==> config.mk <==
export PLATFORM = sky130hd
export DESIGN_NAME = i2c_csr_bridge
export DESIGN_NICKNAME = d
export VERILOG_FILES = /design/src/rtl/i2c_csr_bridge.sv
export SDC_FILE = /design/constraint.sdc
export NUM_CORES = 1
export LEC_CHECK = 0
export CAP_MARGIN = 10
export CORE_MARGIN = 2
export CORE_UTILIZATION = 50
export CTS_CLUSTER_DIAMETER = 150
export CTS_CLUSTER_SIZE = 25
export DETAILED_ROUTE_END_ITERATION = 7
export PLACE_DENSITY = 0.82
export SLEW_MARGIN = 20
export SYNTH_ARGS = -nofsm -noshare
export SYNTH_HDL_FRONTEND = slang
export SYNTH_SLANG_ARGS = --single-unit
==> constraint.sdc <==
create_clock -name clk -period 3.5 [get_ports clk]
set_input_delay 0.7 -clock clk [delete_from_list [all_inputs] [get_ports clk]]
set_output_delay 0.7 -clock clk [all_outputs]
set_load 0.1 [all_outputs]
==> src/rtl/i2c_csr_bridge.sv <==
`timescale 1ns/1ps
// i2c_csr_bridge
//   I2C target that maps bus transactions onto a small CSR bus. The first
//   byte after the address loads a 5-bit register pointer; further written
//   bytes produce csr_we strobes at the pointer (auto-increment). Reads
//   return csr_di at the pointer, incrementing on every master ACK.
//
//   Ports
//     clk            system clock
//     rst            asynchronous reset, active low
//     scl_in/sda_in  I2C pins, asynchronous to clk
//     sda_oe         1 pulls SDA low (open drain)
//     csr_a          CSR address (register pointer)
//     csr_do/csr_we  CSR write data / single-cycle write strobe
//     csr_di         CSR read data, combinational from csr_a
//
//   state    | meaning
//   IDLE     | ignore bus until START
//   ADDR     | shifting target address + R/W
//   ADDR_ACK | driving ACK for our address
//   REG      | shifting register pointer byte
//   REG_ACK  | driving ACK for pointer byte
//   WR       | shifting write data byte (and issuing csr_we)
//   WR_ACK   | driving ACK for data byte
//   RD       | driving read data bits
//   RD_ACK   | released SDA, sampling master ACK/NACK
module i2c_csr_bridge #(
   parameter logic [6:0] I2C_ADDR = 7'h4a
) (
   input  logic       clk,
   input  logic       rst,
   input  logic       scl_in,
   input  logic       sda_in,
   output logic       sda_oe,
   output logic [4:0] csr_a,
   output logic [7:0] csr_do,
   output logic       csr_we,
   input  logic [7:0] csr_di
);

   typedef enum logic [3:0] {
      IDLE, ADDR, ADDR_ACK, REG, REG_ACK, WR, WR_ACK, RD, RD_ACK
   } state_t;

   logic   scl_s1_q, scl_s2_q, scl_h_q;
   logic   sda_s1_q, sda_s2_q, sda_h_q;
   state_t state_q, state_d;
   logic [7:0] shift_q, shift_d;
   logic [2:0] bcnt_q, bcnt_d;
   logic   rw_q, rw_d;
   logic   sda_oe_q, sda_oe_d;
   logic [4:0] ptr_q, ptr_d;
   logic [7:0] csr_do_q, csr_do_d;
   logic   csr_we_q, csr_we_d;
   logic   rd_more_q, rd_more_d;

   logic   start, stop, scl_rise, scl_fall;
   logic [7:0] byte_in;

   // Synchronisers reset to 1 so a released bus looks idle.
   always_ff @(posedge clk or negedge rst) begin
      if (!rst) begin
         scl_s1_q <= 1'b1;
         scl_s2_q <= 1'b1;
         scl_h_q  <= 1'b1;
         sda_s1_q <= 1'b1;
         sda_s2_q <= 1'b1;
         sda_h_q  <= 1'b1;
      end else begin
         scl_s1_q <= scl_in;
         scl_s2_q <= scl_s1_q;
         scl_h_q  <= scl_s2_q;
         sda_s1_q <= sda_in;
         sda_s2_q <= sda_s1_q;
         sda_h_q  <= sda_s2_q;
      end
   end

   assign start    =  sda_h_q & ~sda_s2_q & scl_s2_q;
   assign stop     = ~sda_h_q &  sda_s2_q & scl_s2_q;
   assign scl_rise = ~scl_h_q &  scl_s2_q & ~start & ~stop;
   assign scl_fall =  scl_h_q & ~scl_s2_q & ~start & ~stop;
   assign byte_in  = {shift_q[6:0], sda_s2_q};

   always_ff @(posedge clk or negedge rst) begin
      if (!rst) begin
         state_q   <= IDLE;
         shift_q   <= 8'h00;
         bcnt_q    <= 3'd0;
         rw_q      <= 1'b0;
         sda_oe_q  <= 1'b0;
         ptr_q     <= 5'h00;
         csr_do_q  <= 8'h00;
         csr_we_q  <= 1'b0;
         rd_more_q <= 1'b0;
      end else begin
         state_q   <= state_d;
         shift_q   <= shift_d;
         bcnt_q    <= bcnt_d;
         rw_q      <= rw_d;
         sda_oe_q  <= sda_oe_d;
         ptr_q     <= ptr_d;
         csr_do_q  <= csr_do_d;
         csr_we_q  <= csr_we_d;
         rd_more_q <= rd_more_d;
      end
   end

   always_comb begin
      state_d   = state_q;
      shift_d   = shift_q;
      bcnt_d    = bcnt_q;
      rw_d      = rw_q;
      sda_oe_d  = sda_oe_q;
      ptr_d     = ptr_q;
      csr_do_d  = csr_do_q;
      csr_we_d  = 1'b0;
      rd_more_d = rd_more_q;

      // Post-write increment lands one cycle after the strobe so csr_a
      // still shows the written address while csr_we is high.
      if (csr_we_q) ptr_d = ptr_q + 5'd1;

      if (start) begin
         state_d   = ADDR;
         bcnt_d    = 3'd0;
         sda_oe_d  = 1'b0;
         rd_more_d = 1'b0;
      end else if (stop) begin
         state_d   = IDLE;
         sda_oe_d  = 1'b0;
         rd_more_d = 1'b0;
      end else begin
         case (state_q)
            ADDR, REG: begin
               if (scl_rise) begin
                  shift_d = byte_in;
                  bcnt_d  = bcnt_q + 3'd1;
                  if (bcnt_q == 3'd7) begin
                     if (state_q == REG) begin
                        ptr_d   = byte_in[4:0];
                        state_d = REG_ACK;
                     end else if (byte_in[7:1] == I2C_ADDR) begin
                        rw_d    = byte_in[0];
                        state_d = ADDR_ACK;
                     end else begin
                        state_d = IDLE;
                     end
                  end
               end
            end
            WR: begin
               // Stay in WR for the strobe cycle, then open the ACK slot.
               if (csr_we_q) begin
                  state_d = WR_ACK;
               end else if (scl_rise) begin
                  shift_d = byte_in;
                  bcnt_d  = bcnt_q + 3'd1;
                  if (bcnt_q == 3'd7) begin
                     csr_do_d = byte_in;
                     csr_we_d = 1'b1;
                  end
               end
            end
            ADDR_ACK, REG_ACK, WR_ACK: begin
               // First falling edge opens the slot, second closes it.
               if (scl_fall) begin
                  bcnt_d = 3'd0;
                  if (!sda_oe_q) begin
                     sda_oe_d = 1'b1;
                  end else begin
                     sda_oe_d = 1'b0;
                     if (state_q == ADDR_ACK && rw_q) begin
                        shift_d  = csr_di;
                        sda_oe_d = ~csr_di[7];
                        state_d  = RD;
                     end else if (state_q == ADDR_ACK) begin
                        state_d = REG;
                     end else begin
                        state_d = WR;
                     end
                  end
               end
            end
            RD: begin
               if (scl_rise) begin
                  shift_d = {shift_q[6:0], 1'b1};
                  bcnt_d  = bcnt_q + 3'd1;
                  if (bcnt_q == 3'd7) state_d = RD_ACK;
               end else if (scl_fall) begin
                  sda_oe_d = ~shift_q[7];
               end
            end
            RD_ACK: begin
               if (scl_rise) begin
                  if (!sda_s2_q) begin
                     ptr_d     = ptr_q + 5'd1;
                     rd_more_d = 1'b1;
                  end else begin
                     state_d = IDLE;
                  end
               end else if (scl_fall) begin
                  if (rd_more_q) begin
                     shift_d   = csr_di;
                     sda_oe_d  = ~csr_di[7];
                     rd_more_d = 1'b0;
                     bcnt_d    = 3'd0;
                     state_d   = RD;
                  end else begin
                     sda_oe_d = 1'b0;
                  end
               end
            end
            default: ;
         endcase
      end
   end

   assign sda_oe = sda_oe_q;
   assign csr_a  = ptr_q;
   assign csr_do = csr_do_q;
   assign csr_we = csr_we_q;

endmodule

==> metrics.md, run 1 <==
| Metric | Value |
|---|---|
| Async set-or-reset flop fraction in the synthesized netlist | 100% |
| Worst-Skew Late Latency | about 0.29 ns |
| Max Clock Freq | 362 MHz |
| CP Capture Type | flop |
| Top cells by area, synth | dfrtp_1 34%, dfstp_2 6.7%, mux2_4 5.7%, nand2_1 5.6%, o21ai_0 4.0% |
| CP Data Required Time | 3.67 ns |
| HP Class | flop to flop |
| Worst reg-to-reg path cell count | 5 |
| 1st-iter DRT viols | 98 |
| Die height | between 70 and 80 µm |
| DRT antenna net count | 0 |
| TritonCTS clock tree | done |
| Critical path class | flop to flop |
| Post-CTS Setup Bufs | 0 |
| Clk buf depth | 2 |
| Clock Sinks | 38 |
| Clock Pin Slew Worst Setup and Hold Paths | approximately 0.07 ns |
| Sequential area share after synthesis | 40.5% |
| Tcrit/Tclk final | 79.0% |
| Synth Cell Area | 2360 µm² |
| Vias/cell | a little over 6 |
| CTS Buf Count | 5 |
| Placed Area | ~2600 µm² |
| Count of different cell masters after synthesis | between 60 and 70 |
| Reg2Reg Setup Slack | 0.74 ns |
| Synth top cells by count | 35 x nand2_1, 32 x dfrtp_1, 19 x o21ai_0, 10 x nor2_1, 9 x mux2_4 |
| Die area | approximately 5300 µm² |
| Tmin final | 2.76 ns |
| Number of max-cap violations | 0 |
| Fin Setup TNS | 0 ns |
| Largest area contributor in the netlist | dfrtp_1 |
| Met1 Usage GRT | between 20 and 30% |
| Post-route cell area | 2690 µm² |
| Top-count cell post-synth | nand2_1 |
| Starting density of the core | approximately 50% |
| Avg WL per Cell | 16.5 µm |
| 1st-pass router iterations | 4 |
| Maximum vdd drop | 0.263 mV |
| Ant. Diodes | 0 |
| Syn-to-layout area delta | 13.8% |
| Hold path cells | 0 |
| GR peak layer | met2 |
| Clock skew | between 0.01 and 0.015 ns |
| Final wirelength | a little over 5 mm |
| Hold_buf cts | 0 |
| Critical Path Source Type | flop |
| Post-cts sizing count | 0 |
| Global-route wire length before repair | 8.51 mm |
| Share of cells above drive strength 1 | 19.9% |
| Synth Flop Type | dfrtp_1 |
| Post-synthesis instance total | 235 |
| Mean area per synthesized cell | 10.1 µm² |
| Total track usage | 21.0% |
| Fin nets | 270 |
| Outcome | finished clean |
| Number of global-route vias before repair | 1741 |
| Synth top area share | 33.9% |
| Fillcell total | between 300 and 400 |
| IO Pins | 27 |
| Synthesis-stage register bit count | 38 |
| Setup violations, final | 0 |
| Global route overflow | 0 |
| Pwr Density | 354 nW/µm² |
| HPWL after DPL | 3.80 mm |
| Worst Path Max Fanout | 15 |
| Met2 Use GR | 33.1% |
| Die X | 72.8 µm |
| Leakage | 1.13 nW |
| GRT met3 Usage | approximately 3.5% |
| Final non-filler cell total | between 300 and 400 |
| Residual DRC | 0 |
| FP Rows | 25 |
| Post-Place Cells | 302 |
| Syn nets | 250 |
| GP Congestion | 0.987 |
| Initial antenna violation count | 0 |
| Yosys Warn Count | 0 |
| Worst EP arrival | just under 3 ns |
| EDFF count, synth | 0 |
| Slew headroom | around a third |
| Root buffer cell | clkbuf_8 |
| Worst slew pin tran | 0.971 ns |
| Pins Over Slew Limit | 0 |
| Final Hold Viols | 0 |
| Vias | 1871 |
| Largest net degree at the start of global routing | 39 |
| Core ar. | about 4600 µm² |
| Port bufs | 26 |
| H-tree level count | 2 |
| Setup repair after global routing missed its margin | no |
per-layer routing:
metal  part of all wire (%)  vias to the layer above
met5                      0                        -
met4                    1.8                        0
met3                    4.9                        9
met2                     48                       58
met1                     45                      908
li1                       -                      896
logic make-up (layout without fill, tap and decap cells):
kind of cell	Yosys count	count (layout)	share of synthesized area (%)
and+or+nand+nor	84	84	20.1
AOI/OAI and AO/OA	55	55	16.4
DFF	38	38	40.5
muxes	25	25	13.1
buffers and inverters	21	42	5.03
xor gates and xnor gates	9	9	3.33
adders and majority gates	3	3	1.59
where the power goes:
group	internal [mW]	switching, mW	total (mW)
Sequential	0.468	0.0343	0.502
Clock	0.158	0.156	0.315
Combinational	0.0703	0.0664	0.137
Total	0.696	0.257	0.953
metrics by stage:
stage	total power [mW]	setup WS, ns	util, %	hold slack (ns)
after CTS	0.956	0.775	58.1	0.359
after detailed placement	0.646	0.778	56.1	0.348
after global placement	0.639	0.851	56.1	0.346
after floorplan	0.600	1.22	-	0.345
final	0.953	0.736	58.1	0.358
after global routing	0.993	0.606	58.1	0.361
path summary, 6_finish.rpt:
path                             from         end
max                        state_q[2]  shift_q[7]
min                          sda_s1_q    sda_s2_q
max reg2reg                state_q[2]  shift_q[7]
min reg2reg                  sda_s1_q    sda_s2_q
max in group asynchronous         rst    csr_a[4]
min in group asynchronous         rst   bcnt_q[0]
state kept, by name, summed over array words and instances (netlist names), 3 cells and up:
signal   count
bcnt_q       3
csr_a        5
shift_q      8
state_q      4
csr_do       8
placed cells by master (no fill, tap or decap), drive strengths merged, types with 6 or more instances in the layout:
master,instances
a21oi,7
clkbuf,6
o21ai,19
dfstp,6
mux2,20
buf,7
xnor2,6
nor2,10
clkdlybuf4s50,21
inv,6
nand2,35
nor3,6
dfrtp,32
cell type report:
class | instances | area (µm²) | area share, %
clock buffer | 6 | 82.6 | 3.07
clock inverter | 2 | 12.5 | 0.465
inverter | 6 | 22.5 | 0.837
multi-input combinational | 176 | 1290 | 47.8
sequential | 38 | 958 | 35.6
tap | 54 | 67.6 | 2.51
timing repair buffer | 28 | 260 | 9.67
critical path: stages (launching register included):
cell,delay [ns]
dfrtp_1,0.53
or4b_4,0.70
o21ai_0,0.33
mux2i_1,0.15
or3_1,0.57
mux2_4,0.37
Note: power is estimated with default switching activity, not from simulation.
==> run 2, diff against run 1 <==
--- a/config.mk
+++ b/config.mk
@@ -11,7 +11,7 @@
 export CTS_CLUSTER_DIAMETER = 150
 export CTS_CLUSTER_SIZE = 25
 export DETAILED_ROUTE_END_ITERATION = 7
-export PLACE_DENSITY = 0.82
+export PLACE_DENSITY = 0.85
 export SLEW_MARGIN = 20
 export SYNTH_ARGS = -nofsm -noshare
 export SYNTH_HDL_FRONTEND = slang
==> constraint.sdc (replaced) <==
create_clock -name clk -period 2.54 [get_ports clk]
set_input_delay 0.508 -clock clk [delete_from_list [all_inputs] [get_ports clk]]
set_output_delay 0.508 -clock clk [all_outputs]
set_load 0.1 [all_outputs]
==> run 2 against run 1 <==
  * Sequential cell count stayed put
  * Combinational power is 55% higher
  * Global-route usage is 1.2 points higher
  * Total power is 39% higher
  * Via count is 2.8% higher
  * Hold slack worse by 0.046 ns
  * Critical endpoint is now shift_q[6]
  * Largest power group unchanged
==> metrics.md, run 2 (synthesized netlist as in run 1, its figures left out) <==
| Metric | Value |
|---|---|
| Outcome | finished clean |
| Slew headroom | 44.5% |
| Post-CTS Setup Bufs | 0 |
| Global route overflow | 0 |
| CTS Buf Count | 5 |
| Post-cts sizing count | 0 |
| Worst slew pin tran | 0.833 ns |
| Die area | roughly 5300 µm² |
| Worst Path Max Fanout | 12 |
| Starting density of the core | between 50% and 60% |
| Pwr Density | 479 nW/µm² |
| Vias | 1923 |
| Tmin final | 2.43 ns |
| Leakage | 1.22 nW |
| Final wirelength | 5.39 mm |
| Syn-to-layout area delta | 17.1% |
| Avg WL per Cell | about 17 µm |
| Setup violations, final | 0 |
| Die X | 72.8 µm |
| Most common cell after layout, fill and taps aside | nand2_1 |
| Clock skew | 0.00936 ns |
| Util after Layout | 59.8% |
| Setup repair after global routing missed its margin | no |
| TritonCTS clock tree | done |
| Worst EP arrival | 2.61 ns |
| Critical path class | flop to flop |
| Total track usage | 22.3% |
| Vias/cell | 5.94 |
| Tcrit/Tclk final | 95.6% |
| Number of global-route vias before repair | about 1900 |
| Pins Over Slew Limit | 0 |
| Initial antenna violation count | 0 |
| GP Congestion | 1.03 |
| Core ar. | 4630 µm² |
| HPWL after DPL | around 4.0 mm |
| 1st-pass router iterations | 4 |
| DRT antenna net count | 0 |
| Clock Pin Slew Worst Setup and Hold Paths | 0.08 ns |
| Port bufs | 26 |
| Share of cells above drive strength 1 | 28.1% |
| Fin Setup TNS | 0 ns |
| Final Hold Viols | 0 |
| Fin nets | between 200 and 300 |
| CP Data Required Time | between 2 and 3 ns |
| Maximum vdd drop | ~0.37 mV |
| Hold_buf cts | 0 |
| Max Clock Freq | about 410 MHz |
| IO Pins | 27 |
| Critical Path Source Type | flop |
| FP Rows | 25 |
| Residual DRC | 0 |
| HP Class | input pin to asynchronous set/reset pin |
| Number of max-cap violations | 0 |
| Minimum hold slack | 0.311 ns |
| Total power | 1.33 mW |
| Root buffer cell | clkbuf_8 |
| 1st-iter DRT viols | 176 |
| Largest net degree at the start of global routing | 39 |
| Clk buf depth | 2 |
| Global-route wire length before repair | 8.99 mm |
| Worst-Skew Late Latency | 0.29 ns |
| Most frequent cells in the layout | 35 x nand2_1, 32 x dfrtp_1, 31 x buf_4, 19 x o21ai_0 |
| H-tree level count | 2 |
| Die height | 72.8 µm |
| Clock Sinks | 38 |
| Ant. Diodes | 0 |
| CP Capture Type | flop |
## run 2: cell types whose count changed in the layout (fill, tap and decap cells not counted)
cell / previous run / this run
clkdlybuf4s50_1: 21 / 10
buf_4: 6 / 31
## run 2: routing by layer
metal,up-vias,part of all wire (%),GRT usage [%]
met5,-,0,0
met4,0,1.4,8.02
met3,10,4.6,4.42
met2,54,48,35.3
met1,936,46,30.4
li1,923,-,-
## run 2: path summary, 6_finish.rpt
check | startpoint | end | slack, ns | cells after the start
max | state_q[3] | shift_q[6] | 0.11 | 5
max in group asynchronous | rst | bcnt_q[1] | 1.70 | 1
max reg2reg | state_q[3] | shift_q[6] | 0.11 | 5
min reg2reg | scl_s1_q | scl_s2_q | 0.36 | 0
min in group clk | scl_s1_q | scl_s2_q | 0.36 | 0
min | rst | csr_do[4] | 0.31 | 1
## run 2: layout make-up
cell class	count	area (µm²)
Fill cell	414	1860
Multi-Input combinational cell	176	1290
Sequential cell	38	958
Timing Repair Buffer	42	338
Clock buffer	6	82.6
Tap cell	54	67.6
Inverter	6	22.5
Clock inverter	2	12.5
## run 2: metrics by stage
stage          instance area (µm²)  setup WS (ns)  cells
3_5_place_dp                  2670          0.173    316
5_1_grt                       2770         0.0128    324
4_1_cts                       2770          0.125    324
3_3_place_gp                  2670          0.191    316
6_report                      2770          0.113    324
2_1_floorplan                 2360          0.261    235
## run 2: critical path, cell delays in order (launching register included)
cell     delay [ns]
dfrtp_1        0.51
or4b_4         0.55
o21ai_0        0.20
mux2i_1        0.13
or3_1          0.54
mux2_4         0.37
## run 2: report_power, final
part | internal, mW | switching [mW]
clock network | 0.218 | 0.219
logic | 0.107 | 0.106
registers | 0.644 | 0.0328
